$ cat config.mk
export PLATFORM = sky130hd
export DESIGN_NAME = operand_stage_flat
export DESIGN_NICKNAME = d
export VERILOG_FILES = /design/src/rtl/operand_stage_if.sv /design/src/rtl/operand_stage.sv /design/src/flat_wrapper.sv
export SDC_FILE = /design/constraint.sdc
export NUM_CORES = 1
export LEC_CHECK = 0
export ABC_AREA = 0
export BUFFER_PORTS_ARGS = -buffer_cell sky130_fd_sc_hd__buf_2
export CAP_MARGIN = 10
export CORE_MARGIN = 2
export CORE_UTILIZATION = 28
export CTS_CLUSTER_SIZE = 12
export DETAILED_ROUTE_END_ITERATION = 16
export PLACE_DENSITY = 0.57
export SLEW_MARGIN = 15
export SYNTH_ARGS = -nofsm -noshare
export SYNTH_HDL_FRONTEND = slang
export SYNTH_SLANG_ARGS = --single-unit
$ cat constraint.sdc
create_clock -name clk -period 10 [get_ports clk]
set_clock_uncertainty 0.05 [all_clocks]
set_input_delay 2.5 -clock clk [delete_from_list [all_inputs] [get_ports clk]]
set_output_delay 2.5 -clock clk [all_outputs]
set_load 0.05 [all_outputs]
$ cat src/rtl/operand_stage_if.sv
// Decode-to-execute operand bundle: upstream instruction fields in, resolved operands out.
// The stage itself connects through the slave modport.
interface operand_stage_if #(
  parameter int XLEN = 64
);
  logic            in_valid;
  logic            in_ready;
  logic [63:0]     in_pc;
  logic [31:0]     in_instr;
  logic [2:0]      in_imm_type;
  logic [1:0]      in_sel_a;
  logic [1:0]      in_sel_b;
  logic            in_use_rs1;
  logic            in_use_rs2;
  logic            in_wmode;
  logic [1:0]      in_ext;
  logic            in_rd_we;

  logic            out_valid;
  logic            out_ready;
  logic [63:0]     out_pc;
  logic [4:0]      out_rd;
  logic            out_rd_we;
  logic            out_wmode;
  logic [XLEN-1:0] out_rd1;
  logic [XLEN-1:0] out_rd2;
  logic [XLEN-1:0] out_imm;

  modport master (
    output in_valid, in_pc, in_instr, in_imm_type, in_sel_a, in_sel_b,
           in_use_rs1, in_use_rs2, in_wmode, in_ext, in_rd_we, out_ready,
    input  in_ready, out_valid, out_pc, out_rd, out_rd_we, out_wmode,
           out_rd1, out_rd2, out_imm
  );

  modport slave (
    input  in_valid, in_pc, in_instr, in_imm_type, in_sel_a, in_sel_b,
           in_use_rs1, in_use_rs2, in_wmode, in_ext, in_rd_we, out_ready,
    output in_ready, out_valid, out_pc, out_rd, out_rd_we, out_wmode,
           out_rd1, out_rd2, out_imm
  );
endinterface

$ cat src/rtl/operand_stage.sv
// RV64 operand stage: immediate generation, EX/MEM forwarding, pending-write scoreboard
// and a single-entry output register with valid/ready on both sides.
module operand_stage #(
  parameter int XLEN  = 64,
  parameter int NREG  = 32,
  parameter int CNT_W = 2
) (
  input  logic              clk,
  input  logic              reset,
  input  logic              flush,
  operand_stage_if.slave    bus,
  input  logic [XLEN-1:0]   rf_rs1_data,
  input  logic [XLEN-1:0]   rf_rs2_data,
  input  logic              ex_fwd_valid,
  input  logic              ex_fwd_ready,
  input  logic [4:0]        ex_fwd_rd,
  input  logic [XLEN-1:0]   ex_fwd_data,
  input  logic              mem_fwd_valid,
  input  logic              mem_fwd_ready,
  input  logic [4:0]        mem_fwd_rd,
  input  logic [XLEN-1:0]   mem_fwd_data,
  input  logic              wb_valid,
  input  logic [4:0]        wb_rd,
  output logic              stall
);

  localparam logic [CNT_W-1:0] PMAX = '1;

  function automatic logic signed [XLEN-1:0] imm_gen(input logic [31:0] ins,
                                                      input logic [2:0]  t);
    logic signed [31:0] v;
    v = '0;
    case (t)
      3'd1:    v = {{20{ins[31]}}, ins[31:20]};
      3'd2:    v = {{20{ins[31]}}, ins[31:25], ins[11:7]};
      3'd3:    v = {{19{ins[31]}}, ins[31], ins[7], ins[30:25], ins[11:8], 1'b0};
      3'd4:    v = {ins[31:12], 12'b0};
      3'd5:    v = {{11{ins[31]}}, ins[31], ins[19:12], ins[20], ins[30:21], 1'b0};
      default: v = '0;
    endcase
    return XLEN'(v);
  endfunction

  // Only meaningful on a 64-bit datapath; a 32-bit build passes operands through.
  function automatic logic signed [XLEN-1:0] ext_op(input logic signed [XLEN-1:0] v,
                                                     input logic [1:0]               e);
    logic signed [XLEN-1:0] r;
    r = v;
    if (XLEN > 32) begin
      if (e == 2'd1)      r = XLEN'($signed(v[31:0]));
      else if (e == 2'd2) r = XLEN'(v[31:0]);
    end
    return r;
  endfunction

  logic                   vld_p1;
  logic [63:0]            pc_p1;
  logic [4:0]             rd_p1;
  logic                   rd_we_p1;
  logic                   wmode_p1;
  logic signed [XLEN-1:0] rd1_p1;
  logic signed [XLEN-1:0] rd2_p1;
  logic signed [XLEN-1:0] imm_p1;

  logic [CNT_W-1:0]       pend [NREG];

  logic [4:0]             rs      [2];
  logic [XLEN-1:0]        rf_d    [2];
  logic signed [XLEN-1:0] src_val [2];
  logic                   src_haz [2];

  logic                   hazard;
  logic                   out_blocked;
  logic                   issue;
  logic                   accept;
  logic                   inc_v;
  logic                   dec_v;
  logic signed [XLEN-1:0] imm_v;
  logic signed [XLEN-1:0] opa;
  logic signed [XLEN-1:0] opb;

  assign rs[0]   = bus.in_instr[19:15];
  assign rs[1]   = bus.in_instr[24:20];
  assign rf_d[0] = rf_rs1_data;
  assign rf_d[1] = rf_rs2_data;

  // ---- stage p0: source resolution and operand selection ----
  always_comb begin
    for (int i = 0; i < 2; i++) begin
      src_val[i] = '0;
      src_haz[i] = 1'b0;
      if (rs[i] != 5'd0) begin
        if (ex_fwd_valid && ex_fwd_rd == rs[i]) begin
          src_val[i] = ex_fwd_data;
          src_haz[i] = !ex_fwd_ready;
        end else if (mem_fwd_valid && mem_fwd_rd == rs[i]) begin
          src_val[i] = mem_fwd_data;
          src_haz[i] = !mem_fwd_ready;
        end else begin
          src_val[i] = rf_d[i];
          src_haz[i] = (pend[rs[i]] != '0);
        end
        // The held entry has not issued yet, so nothing downstream can forward it.
        if (vld_p1 && rd_we_p1 && rd_p1 == rs[i]) src_haz[i] = 1'b1;
      end
    end
  end

  assign hazard = (bus.in_use_rs1 && src_haz[0]) || (bus.in_use_rs2 && src_haz[1]);
  assign imm_v  = imm_gen(bus.in_instr, bus.in_imm_type);

  always_comb begin
    opa = '0;
    case (bus.in_sel_a)
      2'd0:    opa = ext_op(src_val[0], bus.in_ext);
      2'd1:    opa = XLEN'(bus.in_pc);
      default: opa = '0;
    endcase
    opb = '0;
    case (bus.in_sel_b)
      2'd0:    opb = ext_op(src_val[1], bus.in_ext);
      2'd1:    opb = imm_v;
      2'd2:    opb = XLEN'(4);
      default: opb = '0;
    endcase
  end

  assign out_blocked  = rd_we_p1 && rd_p1 != 5'd0 && pend[rd_p1] == PMAX;
  assign bus.out_valid = vld_p1 && !out_blocked;
  assign issue        = bus.out_valid && bus.out_ready;
  // A held entry stalled by a saturated counter must not be overwritten.
  assign bus.in_ready = !hazard && (!vld_p1 || issue) && !flush;
  assign accept       = bus.in_valid && bus.in_ready;
  assign stall        = bus.in_valid && hazard;

  // ---- stage p1: output register ----
  always_ff @(posedge clk or negedge reset) begin
    if (!reset) begin
      vld_p1   <= 1'b0;
      pc_p1    <= '0;
      rd_p1    <= '0;
      rd_we_p1 <= 1'b0;
      wmode_p1 <= 1'b0;
      rd1_p1   <= '0;
      rd2_p1   <= '0;
      imm_p1   <= '0;
    end else begin
      if (flush)       vld_p1 <= 1'b0;
      else if (accept) vld_p1 <= 1'b1;
      else if (issue)  vld_p1 <= 1'b0;
      if (accept) begin
        pc_p1    <= bus.in_pc;
        rd_p1    <= bus.in_instr[11:7];
        rd_we_p1 <= bus.in_rd_we;
        wmode_p1 <= (XLEN > 32) ? bus.in_wmode : 1'b0;
        rd1_p1   <= opa;
        rd2_p1   <= opb;
        imm_p1   <= imm_v;
      end
    end
  end

  assign bus.out_pc    = pc_p1;
  assign bus.out_rd    = rd_p1;
  assign bus.out_rd_we = rd_we_p1;
  assign bus.out_wmode = wmode_p1;
  assign bus.out_rd1   = rd1_p1;
  assign bus.out_rd2   = rd2_p1;
  assign bus.out_imm   = imm_p1;

  assign inc_v = issue && rd_we_p1 && rd_p1 != 5'd0;
  assign dec_v = wb_valid && wb_rd != 5'd0;

  always_ff @(posedge clk or negedge reset) begin
    if (!reset) begin
      for (int r = 0; r < NREG; r++) pend[r] <= '0;
    end else begin
      for (int r = 1; r < NREG; r++) begin
        if (inc_v && rd_p1 == 5'(r) && !(dec_v && wb_rd == 5'(r)))
          pend[r] <= pend[r] + 1'b1;
        else if (dec_v && wb_rd == 5'(r) && !(inc_v && rd_p1 == 5'(r)) && pend[r] != '0)
          pend[r] <= pend[r] - 1'b1;
      end
    end
  end

  wb_underflow: assert property (@(posedge clk) disable iff (!reset)
    !(dec_v && pend[wb_rd] == '0 && !(inc_v && rd_p1 == wb_rd)));

endmodule

$ cat src/flat_wrapper.sv
// flat-port wrapper written by rule: the top's interface ports become plain ports
module operand_stage_flat 
#(
  parameter int XLEN  = 64,
  parameter int NREG  = 32,
  parameter int CNT_W = 2
)
  (clk, reset, flush, rf_rs1_data, rf_rs2_data, ex_fwd_valid, ex_fwd_ready, ex_fwd_rd, ex_fwd_data, mem_fwd_valid, mem_fwd_ready, mem_fwd_rd, mem_fwd_data, wb_valid, wb_rd, stall, bus_in_valid, bus_in_pc, bus_in_instr, bus_in_imm_type, bus_in_sel_a, bus_in_sel_b, bus_in_use_rs1, bus_in_use_rs2, bus_in_wmode, bus_in_ext, bus_in_rd_we, bus_out_ready, bus_in_ready, bus_out_valid, bus_out_pc, bus_out_rd, bus_out_rd_we, bus_out_wmode, bus_out_rd1, bus_out_rd2, bus_out_imm);
  operand_stage_if #(.XLEN(XLEN)) bus_i ();
  input  logic clk;
  input  logic reset;
  input  logic flush;
  input  logic [XLEN-1:0] rf_rs1_data;
  input  logic [XLEN-1:0] rf_rs2_data;
  input  logic ex_fwd_valid;
  input  logic ex_fwd_ready;
  input  logic [4:0] ex_fwd_rd;
  input  logic [XLEN-1:0] ex_fwd_data;
  input  logic mem_fwd_valid;
  input  logic mem_fwd_ready;
  input  logic [4:0] mem_fwd_rd;
  input  logic [XLEN-1:0] mem_fwd_data;
  input  logic wb_valid;
  input  logic [4:0] wb_rd;
  output logic stall;
  input wire logic [$bits(bus_i.in_valid)-1:0] bus_in_valid;
  input wire logic [$bits(bus_i.in_pc)-1:0] bus_in_pc;
  input wire logic [$bits(bus_i.in_instr)-1:0] bus_in_instr;
  input wire logic [$bits(bus_i.in_imm_type)-1:0] bus_in_imm_type;
  input wire logic [$bits(bus_i.in_sel_a)-1:0] bus_in_sel_a;
  input wire logic [$bits(bus_i.in_sel_b)-1:0] bus_in_sel_b;
  input wire logic [$bits(bus_i.in_use_rs1)-1:0] bus_in_use_rs1;
  input wire logic [$bits(bus_i.in_use_rs2)-1:0] bus_in_use_rs2;
  input wire logic [$bits(bus_i.in_wmode)-1:0] bus_in_wmode;
  input wire logic [$bits(bus_i.in_ext)-1:0] bus_in_ext;
  input wire logic [$bits(bus_i.in_rd_we)-1:0] bus_in_rd_we;
  input wire logic [$bits(bus_i.out_ready)-1:0] bus_out_ready;
  output wire logic [$bits(bus_i.in_ready)-1:0] bus_in_ready;
  output wire logic [$bits(bus_i.out_valid)-1:0] bus_out_valid;
  output wire logic [$bits(bus_i.out_pc)-1:0] bus_out_pc;
  output wire logic [$bits(bus_i.out_rd)-1:0] bus_out_rd;
  output wire logic [$bits(bus_i.out_rd_we)-1:0] bus_out_rd_we;
  output wire logic [$bits(bus_i.out_wmode)-1:0] bus_out_wmode;
  output wire logic [$bits(bus_i.out_rd1)-1:0] bus_out_rd1;
  output wire logic [$bits(bus_i.out_rd2)-1:0] bus_out_rd2;
  output wire logic [$bits(bus_i.out_imm)-1:0] bus_out_imm;
  assign bus_i.in_valid = bus_in_valid;
  assign bus_i.in_pc = bus_in_pc;
  assign bus_i.in_instr = bus_in_instr;
  assign bus_i.in_imm_type = bus_in_imm_type;
  assign bus_i.in_sel_a = bus_in_sel_a;
  assign bus_i.in_sel_b = bus_in_sel_b;
  assign bus_i.in_use_rs1 = bus_in_use_rs1;
  assign bus_i.in_use_rs2 = bus_in_use_rs2;
  assign bus_i.in_wmode = bus_in_wmode;
  assign bus_i.in_ext = bus_in_ext;
  assign bus_i.in_rd_we = bus_in_rd_we;
  assign bus_i.out_ready = bus_out_ready;
  assign bus_in_ready = bus_i.in_ready;
  assign bus_out_valid = bus_i.out_valid;
  assign bus_out_pc = bus_i.out_pc;
  assign bus_out_rd = bus_i.out_rd;
  assign bus_out_rd_we = bus_i.out_rd_we;
  assign bus_out_wmode = bus_i.out_wmode;
  assign bus_out_rd1 = bus_i.out_rd1;
  assign bus_out_rd2 = bus_i.out_rd2;
  assign bus_out_imm = bus_i.out_imm;
  operand_stage #(.XLEN(XLEN), .NREG(NREG), .CNT_W(CNT_W)) u_core (.clk(clk), .reset(reset), .flush(flush), .bus(bus_i), .rf_rs1_data(rf_rs1_data), .rf_rs2_data(rf_rs2_data), .ex_fwd_valid(ex_fwd_valid), .ex_fwd_ready(ex_fwd_ready), .ex_fwd_rd(ex_fwd_rd), .ex_fwd_data(ex_fwd_data), .mem_fwd_valid(mem_fwd_valid), .mem_fwd_ready(mem_fwd_ready), .mem_fwd_rd(mem_fwd_rd), .mem_fwd_data(mem_fwd_data), .wb_valid(wb_valid), .wb_rd(wb_rd), .stall(stall));
endmodule
==> results_dict.tcl, run 1 <==
set metrics [dict create \
    post-cts-setup-buffers 0 \
    gr-total-overflow 0 \
    slew_violations 0 \
    hold_ws_ps 448 \
    yosysMostFrequentCell "dfrtp_1" \
    synth-async-reset-ratio_pct 100 \
    synth.top_cell.area_share_pct 38.3 \
    regToRegSetupSlack_ps 4780 \
    max_freq_ghz 0.127 \
    hold_viol 0 \
    cts_buffers 38 \
    ir_drop_uv 127 \
    cp-end-kind "primary output" \
    gp_congestion 0.949 \
    fp.dieH_um 266 \
    ys_seq_area_share_pct 38.3 \
    place_hpwl_um 57900 \
    ys_warn_count 2 \
    drtIter0Drc 1101 \
    status "finished, final reports clean" \
    synth_top_area_cell "dfrtp_1" \
    cts_max_level 2 \
    timing.rr.start "u_core.bus.out_rd[0]" \
    cts_num_sinks 294 \
    rsz0062_at_grt "no" \
    cts_tree "yes" \
    antenna_found_initial 13 \
    vias 17400 \
    grt_pass1_wl_um 113000 \
    timing.rr.end "u_core.bus.out_rd2[8]" \
    avgSynthCellArea_um2 10.2 \
    drt-total-wl_um 77700 \
    post_drt_wl_per_cell_um 23.3 \
    clk_latency_ps 550 \
    reg2regPathDepth 12 \
    syn2layout_area_growth_pct 25.2 \
    relSlewSlack_pct 26.8 \
    initial_core_util_pct 28.4 \
    drt-pass1-iter-count 5 \
    synth-seq-cells 294 \
    worst_pin_slew_ps 1100 \
    synth_area_mm2 0.0192 \
    whs_path_depth 1 \
    p_leak_nw 11.6 \
    clk_pin_slew_ps 60 \
    grt_pass1_vias 17900 \
    ctsHoldBuffers 0 \
    drc 0 \
    hp-start "u_core.bus.out_rd2[32]" \
    netlist_top_cells_area "dfrtp_1, mux2_4, mux2i_1" \
    die_area_mm2 0.0706 \
    core_area_mm2 0.0675 \
    nNetsFinal 2814 \
    viasPerCell 5.23 \
    synth_cell_types 61 \
    root_buffer "clkbuf_16" \
    clockBufferDepth 3 \
    syn_nets 2280 \
    synthFlopType "dfrtp_1" \
    whs_endpoint "u_core.bus.out_rd2[32]" \
    worstSetupStartpointType "input port" \
    critPathRequiredTime_ps 7450 \
    drive_gt1_share_pct 40.8 \
    min_path_type "reg -> reg" \
    synth_commonest_cells "dfrtp_1, o21ai_0, nand2_1, mux2_4, mux2i_1" \
    netlist_instances 1890 \
    rows 95 \
    die_x_um 266 \
    critical_path_class "in -> out" \
    arrival_ps 5310 \
    ios 656 \
    fin_crit_ps 7860 \
    grt_usage_pct 21.0 \
    powerDensity_mw_per_mm2 242 \
    finalCritPeriodShare_pct 78.6 \
    crit_path_max_fanout 66 \
    final-setup-viol-count 0 \
    grt_max_degree 152 \
    ctsResizeCount 0 \
    io_buffers 648 \
    drt.antenna.violating_nets 0 \
    drv_cap 0 \
    synth_edf_count 0 \
    tns_ps 0 \
]
-- per-layer routing --
metal	share of wire, %	vias to the layer above	wire length, µm	global-route usage, %
met1	40	8550	31200	25.6
met2	47	817	36300	34.5
met3	7.9	144	6160	4.84
met4	5.2	4	4030	11.0
li1	-	7910	-	-
met5	0.030	-	23	0
-- worst max-delay path by stage --
stage | startpoint | end | cells past startpoint
floorplan | bus_in_instr[16] | stall | 7
global placement | bus_in_instr[15] | bus_in_ready | 9
detailed placement | bus_in_instr[15] | bus_in_ready | 9
CTS | bus_in_instr[15] | bus_in_ready | 9
global route | bus_in_instr[15] | bus_in_ready | 9
finish | bus_in_instr[15] | bus_in_ready | 9
-- state kept, by name (all words and copies together) (netlist names) --
signal and flops:
u_core.bus.out_imm 32, u_core.bus.out_pc 64, u_core.bus.out_rd1 64, u_core.vld_p1 1, u_core.bus.out_rd 5, u_core.bus.out_rd2 64, u_core.bus.out_wmode 1, u_core.bus.out_rd_we 1
u_core.pend 62
-- metrics by stage --
| stage | instances | worst slack (ps) | total power (W) | cell area [µm²] | utilization (%) |
|---|---|---|---|---|---|
| floorplan | 1890 | 2770 | 0.00376 | 19200 | - |
| global placement | 3257 | 2110 | 0.00443 | 22800 | 33.8 |
| detailed placement | 3257 | 2160 | 0.00447 | 22800 | 33.8 |
| CTS | 3324 | 2160 | 0.00586 | 24000 | 35.6 |
| global route | 3331 | 1990 | 0.00607 | 24000 | 35.6 |
| finish | 3332 | 2140 | 0.00581 | 24000 | 35.6 |
-- power breakdown --
part           internal [W]  switching, W  leakage [nW]
clock              0.000805      0.000547         0.602
combinational      0.000813       0.00185          7.40
sequential          0.00152      0.000271          3.58
total               0.00314       0.00267          11.6
-- cells by family (layout without fill, tap and decap cells) --
logic type	count (synthesis)	after routing	synth area share [%]
flip-flops	294	294	38.3
AND/OR/NAND/NOR	374	374	8.69
other	0	8	0
buffers and inverters	235	796	6.38
AO/OA/AOI/OAI	568	568	18.7
multiplexers	389	389	26.5
XOR/XNOR	30	30	1.37
-- worst max-delay path, cell delays in order --
cell and delay, ps:
buf_2 430, xor2_1 140, nor4_1 260, and3_4 680, nand2_1 120, a21o_1 190, a311oi_2 480, and3b_1 220
buf_2 260
-- layout make-up --
type / count / area, µm²
Clock inverter: 12 / 129
Inverter: 56 / 211
Multi-Input combinational cell: 1361 / 10700
Timing Repair Buffer: 673 / 3470
Sequential cell: 294 / 7360
Fill cell: 6907 / 43500
Tap cell: 873 / 1090
Clock buffer: 55 / 1080
Antenna cell: 8 / 20.0
-- cells in the final DEF (no fill, tap or decap), types with 17 or more instances in the layout --
master and count:
o21ai_0 253, o21a_1 31, nor2b_1 17, nand2_1 177
a211oi_1 51, clkbuf_16 38, mux4_2 24, mux2_2 59
a22o_1 48, xor2_1 18, buf_2 647, mux2i_1 142
mux2_4 164, nor2_1 95, a21oi_1 91, inv_1 54
dfrtp_1 294, buf_4 23
Power figures use the tool's default switching activity.
==> inputs of run 2 (changes only) <==
- ABC_AREA: 0 -> 1
- PLACE_DENSITY: 0.57 -> 0.56
- clock period: 10 -> 7.5 ns (I/O delays scaled with it)
==> results_dict.tcl, run 2 <==
set metrics [dict create \
    grt_max_degree 162 \
    netlist_top_cells_area "dfrtp_1, nand2_1, nand3_1" \
    min_path_type "reg -> reg" \
    final_common_cell "nand2_1" \
    fin_crit_ps 6160 \
    post_drt_wl_per_cell_um 20.8 \
    grt_usage_pct 25.2 \
    drive_gt1_share_pct 20.5 \
    tns_ps 0 \
    avgSynthCellArea_um2 6.21 \
    die_x_um 274 \
    rows 98 \
    antenna_found_initial 47 \
    cts_max_level 2 \
    nNetsFinal 4160 \
    post-cts-setup-buffers 0 \
    final-setup-viol-count 0 \
    drt-pass1-iter-count 7 \
    ys_warn_count 2 \
    relSlewSlack_pct 32.3 \
    initial_core_util_pct 28.4 \
    ios 656 \
    crit_start "bus_in_instr[20]" \
    cts_num_sinks 294 \
    cp_cell_sequence "buf_2 > inv_2 > nor2_1 > o21ai_0 > nand4_1 > nand3_1 > nand2_1 > nand2_1 > nand2_1 > nand2_1 > nand2_1 > nand2_1 > nand2_2 > inv_2 > nor2_1 > buf_2" \
    clk_latency_ps 580 \
    critPathRequiredTime_ps 5580 \
    rsz0062_at_grt "no" \
    slew_violations 0 \
    synth_area_mm2 0.0204 \
    cp-end-kind "primary output" \
    drt-total-wl_um 99200 \
    io_buffers 648 \
    synth_top_area_cell "dfrtp_1" \
    max_freq_ghz 0.162 \
    fp.dieH_um 274 \
    synth.top_cell.area_share_pct 36.1 \
    viasPerCell 4.93 \
    status "finished, final reports clean" \
    arrival_ps 4240 \
    worstSetupStartpointType "input port" \
    clockBufferDepth 3 \
    finalPower_w 0.00734 \
    gp_congestion 0.942 \
    ir_drop_uv 194 \
    timing.rr.start "u_core.bus.out_rd[0]" \
    synth_commonest_cells "nand2_1, nand3_1, o21ai_0, inv_1, dfrtp_1" \
    gr-total-overflow 0 \
    yosysMostFrequentCell "nand2_1" \
    p_leak_nw 14.8 \
    slowest_stage "buf_2" \
    ctsHoldBuffers 0 \
    synth-seq-cells 294 \
    cts_buffers 40 \
    die_area_mm2 0.0749 \
    synth-async-reset-ratio_pct 100 \
    final_util_pct 35.4 \
    root_buffer "clkbuf_16" \
    syn2layout_area_growth_pct 24.8 \
    netlist_instances 3277 \
    max_stage_delay_ps 350 \
    worst_pin_slew_ps 1010 \
    syn_nets 3667 \
    drc 0 \
    path_common_cell "nand2_1" \
    grt_pass1_wl_um 142000 \
    hp-start "u_core.bus.out_rd1[14]" \
    critical_path_class "in -> out" \
    synthFlopType "dfrtp_1" \
    core_area_mm2 0.0717 \
    vias 23600 \
    place_hpwl_um 73200 \
    drv_cap 0 \
    clk_pin_slew_ps 60 \
    final_cell_mix "nand2_1, buf_2, nand3_1, o21ai_0, inv_1" \
    finalCritPeriodShare_pct 82.2 \
    crit_path_max_fanout 16 \
    ctsResizeCount 0 \
    hold_viol 0 \
    grt_pass1_vias 21900 \
    synth_cell_types 40 \
    drt.antenna.violating_nets 0 \
    powerDensity_mw_per_mm2 289 \
    synth_edf_count 0 \
    ys_seq_area_share_pct 36.1 \
    drtIter0Drc 1918 \
    cts_tree "yes" \
]
## run 2: cell types whose count changed in the layout (fill, tap and decap cells not counted), moves of 93 or more
cell,previous run,this run
mux2i_1,142,0
mux2_4,164,0
nand2_1,177,1318
inv_1,54,296
a21oi_1,91,184
nand3_1,4,337
## run 2: per-layer routing
metal,GRT usage (%),up-vias,share of wire [%]
met2,39.4,1004,45
met3,7.54,196,9.2
li1,-,11400,-
met4,11.8,32,4.1
met5,0,-,0.20
met1,31.8,10900,41
## run 2: cell type report
| type | count | area, µm² |
|---|---|---|
| flip-flops and latches | 294 | 7360 |
| fillers | 8071 | 46300 |
| clock buffers | 56 | 1140 |
| diodes | 30 | 75.1 |
| repair buffers | 684 | 3580 |
| inverters | 312 | 1180 |
| clock inverters | 15 | 265 |
| multi-input cells | 2438 | 10600 |
| well taps | 950 | 1190 |
## run 2: power by group
group	leakage [nW]	switching [W]	internal [W]
Combinational	10.3	0.00235	0.000660
Clock	0.679	0.000810	0.00130
Sequential	3.84	0.000276	0.00194
## run 2: logic make-up after synthesis
logic type                after synthesis  share of synthesized area [%]
xor gates and xnor gates                5                          0.215
DFF                                   294                           36.1
buffers and inverters                 545                           11.8
AOI/OAI and AO/OA                     572                           14.4
and+or+nand+nor                      1861                           37.4
## run 2: worst paths after layout
kind	to	slack, ps	cells past startpoint
min in group asynchronous	u_core.pend[36]	1250	1
setup / recovery	stall	1340	16
hold reg to reg	u_core.bus.out_rd1[14]	410	2
setup reg to reg	u_core.bus.out_rd2[2]	3130	18
hold / removal	u_core.bus.out_rd1[14]	410	2
max in group asynchronous	u_core.bus.out_rd2[12]	4790	2
## run 2: critical path, delay by kind of cell
family / cells / cell delay (ps)
AO/OA/AOI/OAI: 1 / 130
AND/OR/NAND/NOR: 11 / 1190
buffers and inverters: 4 / 1020
## run 2: per-stage QoR
step	hold slack [ps]	std cells	cell area, µm²	setup slack, ps
after global routing	432	4772	25400	1170
final	413	4779	25400	1340
after CTS	418	4749	25300	1340
after detailed placement	403	4678	23900	1360
after floorplan	403	3277	20400	1880
after global placement	398	4678	23900	1350
==> inputs of run 3 (changes only) <==
- ABC_AREA: 1 -> 0
- PLACE_DENSITY: 0.56 -> 0.57
- clock period: 7.5 -> 6.4 ns (I/O delays scaled with it)
==> results_dict.tcl, run 3 (synthesis results as in run 1) <==
set metrics [dict create \
    critPathRequiredTime_ps 4750 \
    drt-pass1-iter-count 7 \
    grt_usage_pct 21.2 \
    fin_crit_ps 5830 \
    syn2layout_area_growth_pct 26.5 \
    drtIter0Drc 1381 \
    rsz0062_at_grt "no" \
    cts_tree "yes" \
    grtUsageMet2_pct 36.7 \
    clockBufferDepth 3 \
    core_area_mm2 0.0675 \
    fin_area_mm2 0.0243 \
    drive_gt1_share_pct 41.3 \
    final_cell_mix "buf_2, dfrtp_1, o21ai_0, nand2_1, mux2_4" \
    worstSetupStartpointType "input port" \
    fill_cells 6927 \
    p_leak_nw 11.7 \
    clk_pin_slew_ps 60 \
    root_buffer "clkbuf_16" \
    final_common_cell "buf_2" \
    place_area_mm2 0.0229 \
    globalRouteMet1Util_pct 26.0 \
    grt_busiest_layer "met2" \
    worst_pin_slew_ps 1140 \
    hold_viol 0 \
    rows 95 \
    post_drt_wl_per_cell_um 23.7 \
    gp_congestion 0.948 \
    critical_path_class "in -> out" \
    antenna_found_initial 11 \
    drt.antenna.violating_nets 0 \
    arrival_ps 4180 \
    place_hpwl_um 59200 \
    relSlewSlack_pct 23.0 \
    min_path_type "reg -> reg" \
    die_area_mm2 0.0706 \
    viasPerCell 5.30 \
    slew_violations 0 \
    nNetsFinal 2829 \
    drv_cap 0 \
    post-cts-setup-buffers 0 \
    ctsResizeCount 0 \
    cp-end-kind "primary output" \
    fp.dieH_um 266 \
    grt_use_met3_pct 4.45 \
    cts_num_sinks 294 \
    cts_max_level 2 \
    status "finished, final reports clean" \
    tns_ps 0 \
    powerDensity_mw_per_mm2 381 \
    clk_latency_ps 550 \
    io_buffers 648 \
    ctsHoldBuffers 0 \
    grt_max_degree 142 \
    cts_buffers 39 \
    initial_core_util_pct 28.4 \
    max_freq_ghz 0.172 \
    grt_pass1_wl_um 114000 \
    vias 17700 \
    ios 656 \
    drc 0 \
    finalCritPeriodShare_pct 91.1 \
    final-setup-viol-count 0 \
    crit_path_max_fanout 12 \
    grt_pass1_vias 18000 \
    gr-total-overflow 0 \
    drt-total-wl_um 79200 \
    ir_drop_uv 222 \
    die_x_um 266 \
]
run 3: cell count changes in the layout (fill, tap and decap cells not counted), sizes merged, moves of 22 or more:
cell / change
a22o: +48
nand4: -22
a211oi: +52
inv: -258
o21ai: -109
mux2: +223
mux2i: +142
a21oi: -93
nand2: -1142
nand3: -336
diode: -25
o21a: +31
mux4: +24
nor2: -56
run 3: cell type report:
cell class / instances / area (µm²) / area share, %
sequential: 294 / 7360 / 30.3
clock buffer: 60 / 1210 / 4.98
clock inverter: 9 / 110 / 0.454
antenna: 5 / 12.5 / 0.0516
tap: 873 / 1090 / 4.50
multi-input combinational: 1361 / 10700 / 44.0
inverter: 56 / 211 / 0.871
timing repair buffer: 687 / 3610 / 14.9
run 3: where the power goes:
group	internal [W]	total, W	leakage (nW)	switching (W)
sequential	0.00238	0.00285	3.58	0.000470
combinational	0.00127	0.00413	7.48	0.00285
clock	0.00138	0.00227	0.651	0.000887
total	0.00504	0.00925	11.7	0.00421
run 3: path summary, 6_finish.rpt:
kind                                   startpoint                endpoint  slack [ps]  depth (start not counted)
setup / recovery                 bus_in_instr[21]            bus_in_ready         570                          9
hold / removal             u_core.bus.out_rd2[27]  u_core.bus.out_rd2[27]         450                          1
setup reg to reg             u_core.bus.out_rd[0]  u_core.bus.out_rd1[15]        2070                         11
hold reg to reg            u_core.bus.out_rd2[27]  u_core.bus.out_rd2[27]         450                          1
max in group asynchronous                   reset  u_core.bus.out_rd2[55]        4070                          2
min in group asynchronous                   reset         u_core.pend[57]        1020                          1
run 3: stage by stage:
stage / hold slack [ps] / utilization (%) / cells / power (W) / worst slack, ps
floorplan: 484 / - / 1890 / 0.00588 / 966
global placement: 435 / 34.0 / 3271 / 0.00693 / 598
detailed placement: 438 / 34.0 / 3271 / 0.00699 / 621
CTS: 450 / 35.9 / 3340 / 0.00931 / 600
global route: 458 / 35.9 / 3343 / 0.00962 / 376
finish: 447 / 35.9 / 3345 / 0.00925 / 570
run 3: metal layers:
metal	share of wire (%)	vias to the layer above
li1	-	7943
met1	41	8804
met2	49	842
met3	7.1	130
met4	3.6	10
met5	0.083	-
run 3: critical path, stage by stage:
cell	delay, ps
buf_2	330
inv_1	250
nor4_1	300
a2111oi_0	130
a2111oi_0	440
a31oi_1	160
a311oi_2	470
and3b_1	230
buf_2	260
